[config.mk]
export PLATFORM = sky130hd
export DESIGN_NAME = procedural_ip
export DESIGN_NICKNAME = d
export VERILOG_FILES = /design/src/rtl/procedural_pkg.sv /design/src/rtl/capture_ram.sv /design/src/rtl/procedural_ip.sv
export SDC_FILE = /design/constraint.sdc
export NUM_CORES = 2
export LEC_CHECK = 0
export BUFFER_PORTS_ARGS = -buffer_cell sky130_fd_sc_hd__buf_2
export CAP_MARGIN = 20
export CORE_MARGIN = 8
export CORE_UTILIZATION = 56
export CTS_CLUSTER_DIAMETER = 30
export CTS_CLUSTER_SIZE = 12
export DETAILED_ROUTE_END_ITERATION = 8
export PLACE_DENSITY = 0.78
export SYNTH_ARGS = -nofsm -noshare
export SYNTH_HDL_FRONTEND = slang
export SYNTH_SLANG_ARGS = --single-unit
[constraint.sdc]
create_clock -name i_clk -period 5.85 [get_ports i_clk]
set_clock_uncertainty 0.05 [all_clocks]
set_input_delay 0.8775 -clock i_clk [delete_from_list [all_inputs] [get_ports i_clk]]
set_output_delay 0.8775 -clock i_clk [all_outputs]
set_load 0.005 [all_outputs]
[src/rtl/procedural_pkg.sv]
// Shared definitions for the packet-capture block.
// Holds the status-register address map, AXI-Lite response codes, the
// read-channel state encoding and the default layout of one capture entry.
// No ports: this file only declares types and constants.
package procedural_pkg;

    localparam int PKG_DW         = 32;
    localparam int PKG_INDX_WIDTH = 10;

    // Width of the per-packet word counter and of each length-history slot.
    localparam int LEN_W = 16;

    localparam int STAT_BASE   = 'h100;
    localparam int OFF_WR_PTR  = 'h0;
    localparam int OFF_PKT_IDX = 'h4;
    localparam int OFF_CUR_LEN = 'h8;
    localparam int OFF_HIST    = 'hC;

    localparam logic [1:0] RESP_OKAY   = 2'b00;
    localparam logic [1:0] RESP_SLVERR = 2'b10;

    // Layout of one RAM entry at the default widths: packet number on top,
    // raw stream word underneath.
    typedef struct packed {
        logic [PKG_INDX_WIDTH-1:0] idx;
        logic [PKG_DW-1:0]         data;
    } entry_t;

    typedef enum logic {
        RD_IDLE,
        RD_RESP
    } rd_state_e;

endpackage

[src/rtl/capture_ram.sv]
// Simple dual-port capture RAM: one write port and one registered read port.
// A read and a write to the same address on the same edge return the old
// contents. A per-entry valid bit makes never-written entries read as zero
// without having to sweep the array after reset.
// Ports:
//   clk_i, rst_i        clock, asynchronous active-high reset
//   wrEn_i/wrAddr_i/wrData_i   write port
//   rdEn_i/rdAddr_i     read request; rdData_o updates only when rdEn_i=1
//   rdData_o            registered read data, holds between reads
module capture_ram
    import procedural_pkg::*;
#(
    parameter int DATA_W = 42,
    parameter int ADDR_W = 5
) (
    input  logic              clk_i,
    input  logic              rst_i,
    input  logic              wrEn_i,
    input  logic [ADDR_W-1:0] wrAddr_i,
    input  logic [DATA_W-1:0] wrData_i,
    input  logic              rdEn_i,
    input  logic [ADDR_W-1:0] rdAddr_i,
    output logic [DATA_W-1:0] rdData_o
);

    localparam int DEPTH = 1 << ADDR_W;

    logic [DATA_W-1:0] mem [DEPTH];
    logic [DEPTH-1:0]  valid_q;

    // Storage array itself carries no reset so it can map onto block RAM.
    always_ff @(posedge clk_i) begin
        if (wrEn_i) begin
            mem[wrAddr_i] <= wrData_i;
        end
    end

    // Valid bits stand in for a clear sweep: reset drops them all at once,
    // and each write marks its entry as holding real data.
    always_ff @(posedge clk_i or posedge rst_i) begin
        if (rst_i) begin
            valid_q <= '0;
        end else if (wrEn_i) begin
            valid_q[wrAddr_i] <= 1'b1;
        end
    end

    // Registered read. Sampling mem and valid_q before this edge's write
    // lands is what gives read-first behaviour on an address collision.
    always_ff @(posedge clk_i or posedge rst_i) begin
        if (rst_i) begin
            rdData_o <= '0;
        end else if (rdEn_i) begin
            rdData_o <= valid_q[rdAddr_i] ? mem[rdAddr_i] : '0;
        end
    end

endmodule

[src/rtl/procedural_ip.sv]
// Packet-capture block. Every valid stream word is stored, tagged with its
// packet number, in a circular RAM; the RAM and a few status registers are
// exposed through a read-only AXI-Lite slave.
// Ports:
//   i_clk, i_rst                 clock, asynchronous active-high reset
//   s_tvalid, s_tlast, s_tdata   capture stream, no backpressure
//   s_axil_arvalid/araddr/arready  read-address channel (byte address)
//   s_axil_rvalid/rdata/rresp/rready  read-data channel
module procedural_ip
    import procedural_pkg::*;
#(
    parameter int DW           = 32,
    parameter int G_ADDR_WIDTH = 5,
    parameter int G_INDX_WIDTH = 10,
    parameter int G_MODS       = 4
) (
    input  logic                    i_clk,
    input  logic                    i_rst,
    input  logic                    s_tvalid,
    input  logic                    s_tlast,
    input  logic [DW-1:0]           s_tdata,
    input  logic                    s_axil_arvalid,
    input  logic [G_INDX_WIDTH-1:0] s_axil_araddr,
    output logic                    s_axil_arready,
    output logic                    s_axil_rvalid,
    output logic [31:0]             s_axil_rdata,
    output logic [1:0]              s_axil_rresp,
    input  logic                    s_axil_rready
);

    localparam int G_DW_WIRE_MEM = DW + G_INDX_WIDTH;

    logic [G_ADDR_WIDTH-1:0]       wrPtr_q, wrPtr_d;
    logic [G_INDX_WIDTH-1:0]       pktIdx_q, pktIdx_d;
    logic [LEN_W-1:0]              curLen_q, curLen_d;
    logic [G_MODS-1:0][LEN_W-1:0]  hist_q, hist_d;
    logic [LEN_W-1:0]              pktLen;

    // Next-state for the capture counters. A tlast word closes the packet:
    // its full length goes into the newest history slot, the oldest slot
    // falls off the end, and the word counter restarts for the next packet.
    always_comb begin
        wrPtr_d  = wrPtr_q;
        pktIdx_d = pktIdx_q;
        curLen_d = curLen_q;
        hist_d   = hist_q;
        pktLen   = curLen_q + 1'b1;
        if (s_tvalid) begin
            wrPtr_d = wrPtr_q + 1'b1;
            if (s_tlast) begin
                pktIdx_d = pktIdx_q + 1'b1;
                curLen_d = '0;
                for (int m = G_MODS - 1; m > 0; m--) begin
                    hist_d[m] = hist_q[m-1];
                end
                hist_d[0] = pktLen;
            end else begin
                curLen_d = pktLen;
            end
        end
    end

    // Capture counters update on the same edge that writes the word, so a
    // reset in the middle of a packet simply forgets the partial count.
    always_ff @(posedge i_clk or posedge i_rst) begin
        if (i_rst) begin
            wrPtr_q  <= '0;
            pktIdx_q <= '0;
            curLen_q <= '0;
            hist_q   <= '0;
        end else begin
            wrPtr_q  <= wrPtr_d;
            pktIdx_q <= pktIdx_d;
            curLen_q <= curLen_d;
            hist_q   <= hist_d;
        end
    end

    logic                     ramRdEn;
    logic [G_ADDR_WIDTH-1:0]  ramRdAddr;
    logic [G_DW_WIRE_MEM-1:0] ramRdData;

    capture_ram #(
        .DATA_W (G_DW_WIRE_MEM),
        .ADDR_W (G_ADDR_WIDTH)
    ) u_captureRam (
        .clk_i    (i_clk),
        .rst_i    (i_rst),
        .wrEn_i   (s_tvalid),
        .wrAddr_i (wrPtr_q),
        .wrData_i ({pktIdx_q, s_tdata}),
        .rdEn_i   (ramRdEn),
        .rdAddr_i (ramRdAddr),
        .rdData_o (ramRdData)
    );

    logic [G_INDX_WIDTH-1:0] wordAddr;
    logic                    ramHit;
    logic                    statHit;
    logic [31:0]             statVal;
    logic                    unusedAddrBits;

    assign unusedAddrBits = ^s_axil_araddr[1:0];
    assign wordAddr  = {s_axil_araddr[G_INDX_WIDTH-1:2], 2'b00};
    assign ramHit    = (wordAddr >> (G_ADDR_WIDTH + 3)) == '0;
    assign ramRdAddr = s_axil_araddr[G_ADDR_WIDTH+2:3];

    // Status-register decode. Anything that is neither a RAM slot nor one
    // of these words is answered with SLVERR and zero data.
    always_comb begin
        statHit = 1'b0;
        statVal = '0;
        if (wordAddr == G_INDX_WIDTH'(STAT_BASE + OFF_WR_PTR)) begin
            statHit = 1'b1;
            statVal = 32'(wrPtr_q);
        end
        if (wordAddr == G_INDX_WIDTH'(STAT_BASE + OFF_PKT_IDX)) begin
            statHit = 1'b1;
            statVal = 32'(pktIdx_q);
        end
        if (wordAddr == G_INDX_WIDTH'(STAT_BASE + OFF_CUR_LEN)) begin
            statHit = 1'b1;
            statVal = 32'(curLen_q);
        end
        for (int m = 0; m < G_MODS; m++) begin
            if (wordAddr == G_INDX_WIDTH'(STAT_BASE + OFF_HIST + 4 * m)) begin
                statHit = 1'b1;
                statVal = 32'(hist_q[m]);
            end
        end
    end

    rd_state_e   rdState_q;
    logic        arready_q;
    logic        rvalid_q;
    logic [1:0]  rresp_q;
    logic [31:0] statData_q;
    logic        useRam_q;
    logic        idxSel_q;

    assign ramRdEn = s_axil_arvalid && arready_q && ramHit;

    // Read channel: accept an address while idle, present the response on
    // the following cycle and hold it until the master takes it. arready is
    // low for the whole time a response is outstanding, giving one read per
    // two cycles when both sides are always ready. The RAM word itself is
    // captured by the RAM's own read register on the accept edge; status
    // words are snapshotted here on that same edge.
    always_ff @(posedge i_clk or posedge i_rst) begin
        if (i_rst) begin
            rdState_q  <= RD_IDLE;
            arready_q  <= 1'b1;
            rvalid_q   <= 1'b0;
            rresp_q    <= RESP_OKAY;
            statData_q <= '0;
            useRam_q   <= 1'b0;
            idxSel_q   <= 1'b0;
        end else begin
            case (rdState_q)
                RD_IDLE: begin
                    if (s_axil_arvalid) begin
                        rdState_q  <= RD_RESP;
                        arready_q  <= 1'b0;
                        rvalid_q   <= 1'b1;
                        useRam_q   <= ramHit;
                        idxSel_q   <= s_axil_araddr[2];
                        statData_q <= statVal;
                        rresp_q    <= (ramHit || statHit) ? RESP_OKAY : RESP_SLVERR;
                    end
                end
                RD_RESP: begin
                    if (s_axil_rready) begin
                        rdState_q <= RD_IDLE;
                        arready_q <= 1'b1;
                        rvalid_q  <= 1'b0;
                    end
                end
                default: begin
                    rdState_q <= RD_IDLE;
                end
            endcase
        end
    end

    // Pick the half of the captured RAM entry that was addressed, or the
    // snapshotted status word. Every source here is a register.
    always_comb begin
        s_axil_rdata = statData_q;
        if (useRam_q) begin
            s_axil_rdata = idxSel_q ? 32'(ramRdData[G_DW_WIRE_MEM-1:DW])
                                    : 32'(ramRdData[DW-1:0]);
        end
    end

    assign s_axil_arready = arready_q;
    assign s_axil_rvalid  = rvalid_q;
    assign s_axil_rresp   = rresp_q;

endmodule

==> results.txt <==
- Peak supply drop: 412 µV
- Synthesized flop and latch total: 1535
- Initial antenna violation count: 11
- In this run the remaining antenna-violating nets after routing total 0.
- Classification of the worst setup path: flop to primary output
- Net Count, Synth: 3010
- Counting tap cells, the placed design contains a total of 4338 instances.
* Total DRC errors in the routed layout: 0
* Final critical path time including I/O delays and setup: 4090 ps
* Termination of the worst setup path: s_axil_rdata[12]
* Critical register-to-register path startpoint: wrPtr_q[0]$_DFFE_PP0P_
- Number of detailed-route iterations in the first pass: 7
- In the global route stage, met2 resource usage came out at 0.430.
- Number of cell rows: 120
* Slack of the critical path: 1760 ps
- Worst hold path class: input port to async pin
- At the end of the flow, the number of nets in the layout was 3239.
* Total number of H-tree levels: 4
- Clock latency on the worst-skew pair: 810 ps
* Max-capacitance violation count: 0
* Chip height: 344 µm
- Master cell of the clock root buffer: sky130_fd_sc_hd__clkbuf_16
* RD Place Congestion: 0.838
- Number of filler cells placed in the layout: 6273
* Layout cells sized above 1: 0.312
- A synthesized cell averages 20.3 µm².
* Clock edge transition at the registers on the reported setup and hold paths: 50 ps
- The cell count after synthesis came out at 2956.
* Routed via count divided by cell count: 6.64
- Required arrival time at the worst endpoint: 4920 ps
- Port Buf Inserts: 80
- First-pass GRT wire length: 223000 µm
- In the global route stage, met3 resource usage came out at 0.0593.
- The die is 344 µm wide.
- met2 is the most crowded layer.
- The floorplan step defined a die boundary enclosing 118000 µm².
- Final setup vio count: 0
* Post-synthesis cell type count: 50
- Share of async-settable or async-resettable flops after synthesis: 0.124
- Tracing the worst setup path back leads to its startpoint at useRam_q$_DFFE_PP0P_.
- I/O pin count: 84
* Largest net degree at the start of global routing: 155
- In this run, synthesis inferred 1344 flip-flops with an integrated enable.
- In this run the standard cell core region covers 107000 µm².
* Relative max-transition margin: 0.196
- Total CTS buffers: 239
* Biggest cell delay along the critical path: 900 ps
- In the final timing run, aggregate negative setup slack is 0 ps.
* CTS Hold Bufs: 0
- Area of the multi-input gates: 14100 µm²
- The clock passes through at most 3 buffers.
- Leaving out fill and tap cells, the most frequent cell in the layout is sky130_fd_sc_hd__edfxtp_1.
- The run finished with clean final reports.
- Timing analysis after detailed placement gives a worst setup slack of 1940 ps.
- Based on the critical path, the design can be clocked at up to 0.244 GHz.
- Final worst-path cycle share: 0.700
- After detailed routing, the total wire length is 154000 µm.
* P_leak: 24.4 nW
* Routing usage on met1: 0.331
- In this run the critical register-to-register path is captured at u_captureRam.mem[20][11]$_DFFE_PP_.
- The final number of hold-violating endpoints came to 0.
- The most used flip-flop cell after synthesis is sky130_fd_sc_hd__edfxtp_1.
- GRT Util Overall: 0.260
* Cell type of the slowest stage on the worst timing path: sky130_fd_sc_hd__dfrtp_1
- DR iter-0 viols: 4031
- Global-route congestion overflow total: 0
- For this run, the register share of the synthesized area comes to 0.751.
- Post-DP HPWL: 75200 µm
- The final max-slew violation count came to 0.
- CTS tree: built
- Reg-to-reg setup timing slack: 2430 ps
- Post-layout instance count excluding filler cells: 4808
- STA classifies the critical path endpoint as a primary output.
- Data arrival, critical path: 3170 ps
- Power spread over the standard cell area amounts to 429 nW/µm².
- The clock net in this run drives a total of 1535 sinks.
- In the layout the commonest cells are sky130_fd_sc_hd__edfxtp_1, sky130_fd_sc_hd__mux4_2, sky130_fd_sc_hd__clkbuf_16.
* Number of global-route vias before repair: 33300
- Crit Path Max Fanout: 28
- For the pin with the worst max-slew slack, the measured transition is 1210 ps.
- STA classifies the critical path startpoint as a flop.
* Quantity of gates resized following cts: 0
- Traced cell by cell, the critical path runs through nor2b_2, buf_4, nand2_1, o21ai_0, buf_2.
* Post-Synthesis Cell Area: 60100 µm²
- After detailed routing, the average wire length per cell comes to 32.1 µm.
- For this run, the number of Yosys warnings is 0.
- Summing over every cut layer, the via total after detailed routing is 31900.
- Post-CTS Repair Setup Buffers: 0
- Effective utilization at floorplan: 0.563
- Unrepaired setup endpoints after global routing: false
* Worst r2r path cells: 5
* Sequential standard cell area: 45100 µm²
* Area added between synthesis and finish: 17.7%
cells by family after synthesis:
family,after synthesis,share of synthesized area
buffers and inverters,192,0.0183
XOR/XNOR,26,0.00379
flip-flops,1535,0.751
other,1,0.0000624
AND/OR/NAND/NOR,332,0.0250
AO/OA/AOI/OAI,263,0.0266
adder cells (fa/ha/maj),6,0.00125
multiplexers,601,0.173
worst min path at each step:
stage                     depth (start not counted)  slack (ps)                                 start                                     to
after floorplan                                   1         380  u_captureRam.valid_q[10]$_DFFE_PP0P_   u_captureRam.valid_q[10]$_DFFE_PP0P_
after global placement                            1         400   u_captureRam.valid_q[6]$_DFFE_PP0P_    u_captureRam.valid_q[6]$_DFFE_PP0P_
after detailed placement                          1         400  u_captureRam.valid_q[20]$_DFFE_PP0P_   u_captureRam.valid_q[20]$_DFFE_PP0P_
after CTS                                         2          50                                 i_rst  u_captureRam.rdData_o[30]$_DFFE_PP0P_
after global routing                              2          70                                 i_rst  u_captureRam.rdData_o[30]$_DFFE_PP0P_
final                                             2          70                                 i_rst  u_captureRam.rdData_o[29]$_DFFE_PP0P_
sequential cells by signal, summed over array words and instances, names as in the netlist, 5 cells and up:
register               flops
u_captureRam.valid_q      32
u_captureRam.mem        1344
pktIdx_q                  10
curLen_q                  16
wrPtr_q                    5
u_captureRam.rdData_o     42
hist_q                    64
statData_q                16
cell type report:
cell class,instances,area share
flip-flops and latches,1535,0.638
inverters,17,0.000955
well taps,1403,0.0248
clock buffers,272,0.0877
multi-input cells,1229,0.199
diodes,5,0.000177
repair buffers,163,0.0189
clock inverters,184,0.0298
metal layers:
| metal | part of all wire | routed length [µm] |
|---|---|---|
| met3 | 0.10 | 15400 |
| met5 | 0.000097 | 15 |
| met1 | 0.36 | 54800 |
| met2 | 0.50 | 77400 |
| met4 | 0.043 | 6590 |
critical path, delay by kind of cell (launching register included):
| kind | cells | cell delay (ps) |
|---|---|---|
| buffers and inverters | 2 | 610 |
| AOI/OAI and AO/OA | 1 | 250 |
| and+or+nand+nor | 2 | 600 |
| DFF | 1 | 900 |
synth_stat cells, types with 8 or more instances:
| cell | number | area (µm²) |
|---|---|---|
| sky130_fd_sc_hd__or2_2 | 34 | 213 |
| sky130_fd_sc_hd__mux2_2 | 61 | 687 |
| sky130_fd_sc_hd__inv_1 | 17 | 63.8 |
| sky130_fd_sc_hd__o21ai_0 | 64 | 320 |
| sky130_fd_sc_hd__a22o_1 | 14 | 123 |
| sky130_fd_sc_hd__and3_1 | 8 | 50.1 |
| sky130_fd_sc_hd__buf_2 | 64 | 320 |
| sky130_fd_sc_hd__buf_6 | 37 | 417 |
| sky130_fd_sc_hd__and2_1 | 17 | 106 |
| sky130_fd_sc_hd__clkbuf_1 | 50 | 188 |
| sky130_fd_sc_hd__dfrtp_1 | 190 | 4750 |
| sky130_fd_sc_hd__nand2_1 | 113 | 424 |
| sky130_fd_sc_hd__xnor2_1 | 20 | 175 |
| sky130_fd_sc_hd__edfxtp_1 | 1344 | 40400 |
| sky130_fd_sc_hd__nor2_1 | 118 | 443 |
| sky130_fd_sc_hd__nand3_1 | 14 | 70.1 |
| sky130_fd_sc_hd__o21ai_1 | 43 | 215 |
| sky130_fd_sc_hd__a21oi_1 | 14 | 70.1 |
| sky130_fd_sc_hd__o22ai_1 | 87 | 544 |
| sky130_fd_sc_hd__buf_1 | 15 | 56.3 |
| sky130_fd_sc_hd__mux4_2 | 346 | 7790 |
| sky130_fd_sc_hd__o31ai_1 | 9 | 67.6 |
| sky130_fd_sc_hd__mux2i_1 | 194 | 1940 |
power by group:
part	leakage [nW]	switching (mW)	total, mW	internal (mW)
combinational	5.71	1.62	2.50	0.885
clock	3.97	5.39	14.4	9.00
sequential	14.7	0.504	13.5	13.0
total	24.4	7.52	30.4	22.8
per-stage QoR:
step | instance area (µm²) | power, mW | hold slack [ps] | utilization
after floorplan | 60100 | 14.9 | 384 | -
after global placement | 62100 | 15.7 | 396 | 0.582
after detailed placement | 62200 | 15.9 | 398 | 0.582
after CTS | 70500 | 30.3 | 46.5 | 0.660
after global routing | 70700 | 31.1 | 68.9 | 0.662
final | 70700 | 30.4 | 71.1 | 0.662
Note: power is estimated with default switching activity, not from simulation.
